`src/rtl/router_pkg.sv`:
```
// router_pkg: shared constants and helpers for the 1xN router write-side blocks.
// Holds the default address width, the default watchdog timeout, the width of
// the per-channel soft-reset statistics counters and the timer-width helper.
package router_pkg;

    // Default width of the destination address field carried in the header byte
    localparam int ROUTER_ADDR_W = 2;

    // Default number of consecutive stalled cycles before a FIFO is soft-reset
    localparam int ROUTER_DEF_TIMEOUT = 30;

    // Width of each per-channel soft-reset event counter
    localparam int ROUTER_SR_CNT_W = 8;

    // Per-channel soft-reset event count as seen on the stats bus
    typedef logic [ROUTER_SR_CNT_W-1:0] router_sr_cnt_t;

    // Width of a watchdog timer able to count 0 .. timeout-1.
    // Never returns less than one bit so a tiny timeout still yields a legal vector.
    function automatic int router_tmr_w(input int timeout);
        int w;
        w = $clog2(timeout);
        if (w < 1) begin
            w = 1;
        end
        return w;
    endfunction

endpackage

```
`src/rtl/router_sync_wdog.sv`:
```
// router_sync_wdog: stall watchdog for one router output channel.
// Counts consecutive stalled cycles (data waiting, receiver not reading) and
// issues a one-cycle soft_reset pulse once the stall has lasted TIMEOUT cycles.
// Any non-stalled cycle clears the count; it never holds.
// Optional feature: ROUTER_SYNC_STATS_EN builds a saturating count of pulses on
// sr_count; without it sr_count is constant zero.
module router_sync_wdog
    import router_pkg::*;
#(
    parameter int TIMEOUT = ROUTER_DEF_TIMEOUT,
    parameter int TMR_W   = router_tmr_w(ROUTER_DEF_TIMEOUT)
) (
    input  logic                       clock,
    input  logic                       resetn,
    input  logic                       stall,
    output logic                       soft_reset,
    output logic [ROUTER_SR_CNT_W-1:0] sr_count
);

    // Timer value reached in the last stalled cycle before the pulse fires
    localparam logic [TMR_W-1:0] TMR_LAST = TMR_W'(TIMEOUT - 1);

    logic [TMR_W-1:0] tmr_q;
    logic             fire;

    // The stall has lasted TIMEOUT cycles once this cycle also stalls at the last count
    assign fire = stall && (tmr_q == TMR_LAST);

    // Stall timer and soft_reset pulse; wrapping to zero on fire spaces repeat pulses TIMEOUT apart
    always_ff @(posedge clock) begin
        if (!resetn) begin
            tmr_q      <= '0;
            soft_reset <= 1'b0;
        end else if (!stall) begin
            tmr_q      <= '0;
            soft_reset <= 1'b0;
        end else if (fire) begin
            tmr_q      <= '0;
            soft_reset <= 1'b1;
        end else begin
            tmr_q      <= tmr_q + 1'b1;
            soft_reset <= 1'b0;
        end
    end

`ifdef ROUTER_SYNC_STATS_EN
    router_sr_cnt_t sr_cnt_q;

    // Saturating count of soft-reset events, advanced together with the pulse so it is visible in the pulse cycle
    always_ff @(posedge clock) begin
        if (!resetn) begin
            sr_cnt_q <= '0;
        end else if (fire && (sr_cnt_q != '1)) begin
            sr_cnt_q <= sr_cnt_q + 1'b1;
        end
    end

    assign sr_count = sr_cnt_q;
`else
    assign sr_count = '0;
`endif

endmodule

```
`src/rtl/router_sync_n.sv`:
```
// router_sync_n: parametrised write-side synchronizer for the 1xN router.
// Latches the destination address from each header, steers write_enb and the
// addressed full flag, drives per-channel vld_out, flags out-of-range
// addresses and runs one stall watchdog per output FIFO.
// Optional feature: define ROUTER_SYNC_STATS_EN to build the per-channel
// soft-reset event counters on sr_count (tied to zero otherwise).
module router_sync_n
    import router_pkg::*;
#(
    parameter int NUM_CH  = 3,
    parameter int ADDR_W  = ROUTER_ADDR_W,
    parameter int TIMEOUT = ROUTER_DEF_TIMEOUT
) (
    input  logic                              clock,
    input  logic                              resetn,
    input  logic                              detect_add,
    input  logic [ADDR_W-1:0]                 data_in,
    input  logic                              write_enb_reg,
    input  logic [NUM_CH-1:0]                 read_enb,
    input  logic [NUM_CH-1:0]                 empty,
    input  logic [NUM_CH-1:0]                 full,
    output logic [NUM_CH-1:0]                 vld_out,
    output logic [NUM_CH-1:0]                 write_enb,
    output logic                              fifo_full,
    output logic                              addr_err,
    output logic [NUM_CH-1:0]                 soft_reset,
    output logic [NUM_CH*ROUTER_SR_CNT_W-1:0] sr_count
);

    localparam int TMR_W = router_tmr_w(TIMEOUT);

    // Channel count widened by one bit so NUM_CH == 2**ADDR_W still compares correctly
    localparam logic [ADDR_W:0] NUM_CH_EXT = (ADDR_W + 1)'(NUM_CH);

    logic [ADDR_W-1:0] addr_q;
    logic              addr_ok;
    logic              addr_in_range;
    logic [NUM_CH-1:0] stall;

    assign addr_in_range = ({1'b0, data_in} < NUM_CH_EXT);

    // Capture the header address; a new header always wins, even mid-packet, and flags bad addresses for one cycle
    always_ff @(posedge clock) begin
        if (!resetn) begin
            addr_q   <= '0;
            addr_ok  <= 1'b1;
            addr_err <= 1'b0;
        end else begin
            addr_err <= detect_add && !addr_in_range;
            if (detect_add) begin
                addr_q  <= data_in;
                addr_ok <= addr_in_range;
            end
        end
    end

    // Steer the write to the addressed FIFO and return its full flag; an invalid address drops writes and never stalls
    always_comb begin
        write_enb = '0;
        fifo_full = 1'b0;
        for (int i = 0; i < NUM_CH; i++) begin
            if (addr_ok && (addr_q == ADDR_W'(i))) begin
                write_enb[i] = write_enb_reg;
                fifo_full    = full[i];
            end
        end
    end

    assign vld_out = ~empty;

    // A channel stalls while it holds data that the receiver is not reading
    assign stall = vld_out & ~read_enb;

    for (genvar g = 0; g < NUM_CH; g++) begin : g_wdog
        router_sync_wdog #(
            .TIMEOUT (TIMEOUT),
            .TMR_W   (TMR_W)
        ) u_wdog (
            .clock      (clock),
            .resetn     (resetn),
            .stall      (stall[g]),
            .soft_reset (soft_reset[g]),
            .sr_count   (sr_count[ROUTER_SR_CNT_W*g +: ROUTER_SR_CNT_W])
        );
    end

endmodule

```
`config.mk`:
```
export PLATFORM = sky130hd
export DESIGN_NAME = router_sync_n
export DESIGN_NICKNAME = d
export VERILOG_FILES = /design/src/rtl/router_pkg.sv /design/src/rtl/router_sync_wdog.sv /design/src/rtl/router_sync_n.sv
export SDC_FILE = /design/constraint.sdc
export NUM_CORES = 1
export LEC_CHECK = 0
export ABC_AREA = 1
export CORE_MARGIN = 2
export CORE_UTILIZATION = 41
export CTS_CLUSTER_DIAMETER = 30
export CTS_CLUSTER_SIZE = 12
export DETAILED_ROUTE_END_ITERATION = 16
export HOLD_SLACK_MARGIN = 0.12
export PLACE_DENSITY = 0.78
export RECOVER_POWER = 100
export SETUP_SLACK_MARGIN = 0.05
export SLEW_MARGIN = 10
export SYNTH_ARGS = -nofsm -noshare
export SYNTH_HDL_FRONTEND = slang
export SYNTH_SLANG_ARGS = --single-unit
```
`constraint.sdc`:
```
create_clock -name clock -period 1.12 [get_ports clock]
set_clock_uncertainty 0.05 [all_clocks]
set_input_delay 0.28 -clock clock [delete_from_list [all_inputs] [get_ports clock]]
set_output_delay 0.28 -clock clock [all_outputs]
set_load 0.1 [all_outputs]
```
# Yosys cells after proc, flatten, opt, wreduce, memory -nomap -nowiden
# Cells that the tools add are included.
[word_totals] inputBits=15 regBits=22 word_cells=49 output_inout_bits=35
[op_classes] n_mux=9 bitwise_logic=7 n_eq_ne=5 reduce_logical=15 order_cmp=1 addsub=3
[op_table] op="$add 5x1->5 const B" count=3
[op_table] op="$eq 5x5->1 const B" count=3
[op_table] op="$mux 1" count=9
[op_table] op="$reduce_or 3->1" count=3
[op_table] op="$logic_and 1x1->1" count=7
[op_table] op="$not 3->3" count=2
[op_table] op="$reduce_and 2->1" count=3
[op_table] op="$not 1->1" count=4
[op_table] op="$and 3x3->3" count=1
[op_table] op="$eq 2x1->1 const B" count=1
[op_table] op="$eq 2x2->1 const B" count=1
[op_table] op="$logic_not 2->1" count=1
[op_table] op="$lt 2x2->1 const B" count=1
[op_table] op="$logic_not 1->1" count=1

# Depth between registers and ports, before layout
# Gate-level depths: netlist of the first run.
[depth] word_depth=5 mapped_depth=5 mapped_depth_nobuf=5

# Cells and area by module
# From an unflattened synthesis of the first run, not the netlist that was laid out.
[unflattened] cells_unflattened=151 hier_area_um2=1213.7
[by_module_without_submodules] mod="router_sync_wdog" area_per_inst_um2=326.6 seq_area_each_um2=120.1 instances=3 cells_each=39
[by_module_without_submodules] mod="router_sync_n" area_per_inst_um2=234.0 seq_area_each_um2=80.1 instances=1 cells_each=34

# Least setup slack after synthesis of the first run
# No wires, ideal clock.
[synth_timing] path_type="register to output" from="register addr_ok" to="output write_enb[1]" required_ps=790 path_stages_with_launch=3 setup_slack_ps=-2547 arrival_ps=3337 n_path_buf=0 path_cell_list="dfxtp_1 -> inv_1 -> nor4_1"
[synth_between] elab_chain_cells=2
[synth_lines] item="from (decl)" line="router_sync_n.sv:36" source="logic addr_ok;"
[synth_lines] item="from (signal assigned)" line="router_sync_n.sv:52" source="addr_ok <= addr_in_range;"
[synth_lines] item="$logic_and 1x1->1" line="router_sync_n.sv:62" source="if (addr_ok && (addr_q == ADDR_W'(i))) begin"
[synth_lines] item="$mux 1" line="router_sync_n.sv:62"
[synth_lines] item="to (decl)" line="router_sync_n.sv:23" source="output logic [NUM_CH-1:0] write_enb,"
# Every way passes these cells.

# Worst setup path after layout of the first run
# Ends and elaborated chain as after synthesis.

==> results of run 1 <==
registers in the layout, summed over array words and instances, names as in the netlist:
signal,count
g_wdog.u_wdog.tmr_q,15
g_wdog.u_wdog.soft_reset,3
addr_q,2
addr_err,1
addr_ok,1
what timing repair did:
item,in CTS,in global routing
buffers inserted,0,4
endpoints found under the setup margin,26,23
pin swaps,4,6
gates resized for setup,25,20
cell families (layout without fill, tap and decap cells):
logic type	after synthesis	after routing	synth area share [%]
compound gates	4	4	1.948
xor+xnor	3	3	2.273
fa+ha+maj	6	6	6.493
buf+inv	46	59	23.70
flops	22	22	38.10
other cells	1	24	0.3244
simple gates	64	64	27.17
metrics by stage:
step	area, um^2	total power [mW]	setup slack, ns	hold slack, ns
floorplan	1326	1.441	-0.6996	0.3093
global placement	1575	1.536	-0.5394	0.4087
detailed placement	1575	1.545	-0.5816	0.4327
CTS	1607	1.898	-0.5003	0.1962
global route	1660	1.945	-0.5622	0.2264
finish	1660	1.881	-0.4851	0.2135
power by group through the flow:
stage / clock network [mW] / logic (mW) / registers, mW
after floorplan: 0 / 0.605 / 0.836
after global placement: 0 / 0.706 / 0.830
after detailed placement: 0 / 0.713 / 0.831
after CTS: 0.376 / 0.710 / 0.812
after global routing: 0.405 / 0.725 / 0.815
final: 0.365 / 0.705 / 0.812
worst reg2reg max path, stage by stage (launching register included):
cell,delay (ns)
dfxtp_1,0.42
ha_2,0.24
nand3_1,0.07
nand2_1,0.08
o21ai_0,0.09
nor2_2,0.09
Yosys cell counts:
master / n / share of area (%)
ha_1: 6 / 6.5
o21ai_0: 2 / 0.87
nand4_1: 11 / 6.0
conb_1: 1 / 0.32
nand2_2: 1 / 0.54
nand3_1: 10 / 4.3
nand2_1: 14 / 4.5
o21a_1: 1 / 0.65
nor3_2: 1 / 0.87
dfxtp_1: 22 / 38
nor3_1: 2 / 0.87
buf_4: 27 / 18
nor3_4: 1 / 1.4
inv_1: 18 / 5.8
inv_2: 1 / 0.32
nor2_1: 20 / 6.5
a21oi_1: 1 / 0.43
xnor2_1: 3 / 2.3
nor4_1: 3 / 1.6
nor2b_1: 1 / 0.54
layer usage:
layer | up-vias | GRT usage [%] | wire length, um
li1 | 496 | - | -
met1 | 447 | 14.33 | 867
met2 | 31 | 28.57 | 1276
met3 | 5 | 4.989 | 132
met4 | 0 | 8.970 | 63
met5 | - | 0 | 0
path summary, 6_finish.rpt:
| kind | cells after the start | end | from | slack (ns) |
|---|---|---|---|---|
| min reg2reg | 1 | g_wdog[0].u_wdog.tmr_q[0] | g_wdog[0].u_wdog.tmr_q[0] | 0.43 |
| min | 4 | g_wdog[2].u_wdog.soft_reset | empty[2] | 0.21 |
| max reg2reg | 5 | g_wdog[2].u_wdog.tmr_q[4] | g_wdog[2].u_wdog.tmr_q[1] | 0.02 |
| max | 3 | write_enb[1] | addr_ok | -0.49 |
layout make-up:
class / instances / area [um^2]
repair buffers: 36 / 399.1
inverters: 19 / 87.58
clock inverters: 1 / 3.754
flip-flops and latches: 22 / 465.4
fillers: 243 / 1050
multi-input cells: 101 / 643.1
clock buffers: 3 / 22.52
well taps: 31 / 38.79
==> results.txt, run 1 <==
IO buf count = 25
1st-pass router iterations = 3
CTS max path bufs = 2
Sw Ratio = 43.52%
syn_area_per_cell = 7.919 um^2
Core Util, Final = 61.27%
Final Hold Violating Endpoints = 0
Buf/Inv on CP = 2
I/O Pins = 50
largest net degree at the start of global routing = 13
post-synthesis cell area = 0.001156 mm^2
DR DRC count = 0
vias in the first global route = 951
CTS tree = yes
status = finished, violations left
Avg Vias per Cell = 4.596
routed len/inst = 10.99 um
Crit path required time = 0.79 ns
Setup CP Type = flop to output pin
antenna violations before repair = 0
ANT cells = 0
max-slew violations = 0
P_sw = 818.7 uW
Die Wd = 57.10 um
antenna violation net count after detailed routing = 0
clk_lat worst skew = 0.31 ns
nets = 204
core area = 0.002710 mm^2
highest clock rate = 0.6230 GHz
worst vdd ir = 0.0008090 V
# rows = 19
setup_tns = -2.086 ns
CTS buffer count = 3
hold buffer count at cts = 0
Worst setup EP type = output pin
Via Count = 979
Final setup viols = 8
Initial Util = 42.66%
RSZ-0062 raised after global routing = true
Remaining Overflow, GRT = 0
failing checks = negative setup slack
max_cap viols = 0
Comb pwr share = 37.5%
HPWL after DPL = 1830 um
minimum clock period after layout = 1.605 ns
Die Y = 57.10 um
number of synthesized register bits = 22
most common cell after layout, fill and taps aside = conb_1
internal power = 1.063 mW
crit start category = flop
first-pass GRT wire length = 3795 um
crit-path max FO = 4
cell family with most CP delay = flip-flops
most frequent cells in the layout = conb_1 (24), nor2_1 (17), nand2_1 (14), dfxtp_1 (12)
clk slew on worst S/H paths = 0.11 ns
H-tree levels = 1
Layout area overhead = 43.61%
HP Class = input pin to flop
Yosys cell types = 20
Mapped Cells = 146
Die Footprint = 0.003260 mm^2
post-route setup slack = -0.4851 ns
share of layout cells above drive strength 1 = 35.71%
P_leak = 0.6694 nW
Critical-path top delay cell = dfxtp_4
clock net sink count = 22
part of the power in registers = 43.2%
total number of yosys warnings = 0
CP max stage delay = 0.39 ns
crit path DAT = 1.28 ns
Detailed Route WL = 2341 um
initial DRC count = 12
gr usage total = 15.29%
fin crit share = 143.3%
non-filler instance count after layout = 213
Placed Cells incl. Taps = 205
CTS Root Cell = clkbuf_4
cell chain of the critical path = inv_4 -> nor4_4 -> buf_12
RD Place Congestion = 0.7610
Seq/Total Area, Yosys = 38.10%
power share of the clock group = 19.4%
PD cells = 1133 mW/mm^2
No activity file was read; power rests on OpenSTA's default activity.
==> run 2, diff against run 1 <==
- SLEW_MARGIN: 10 -> not set
==> results of run 2 <==
The final DEF is identical to that of run 1; final timing and power are the same.
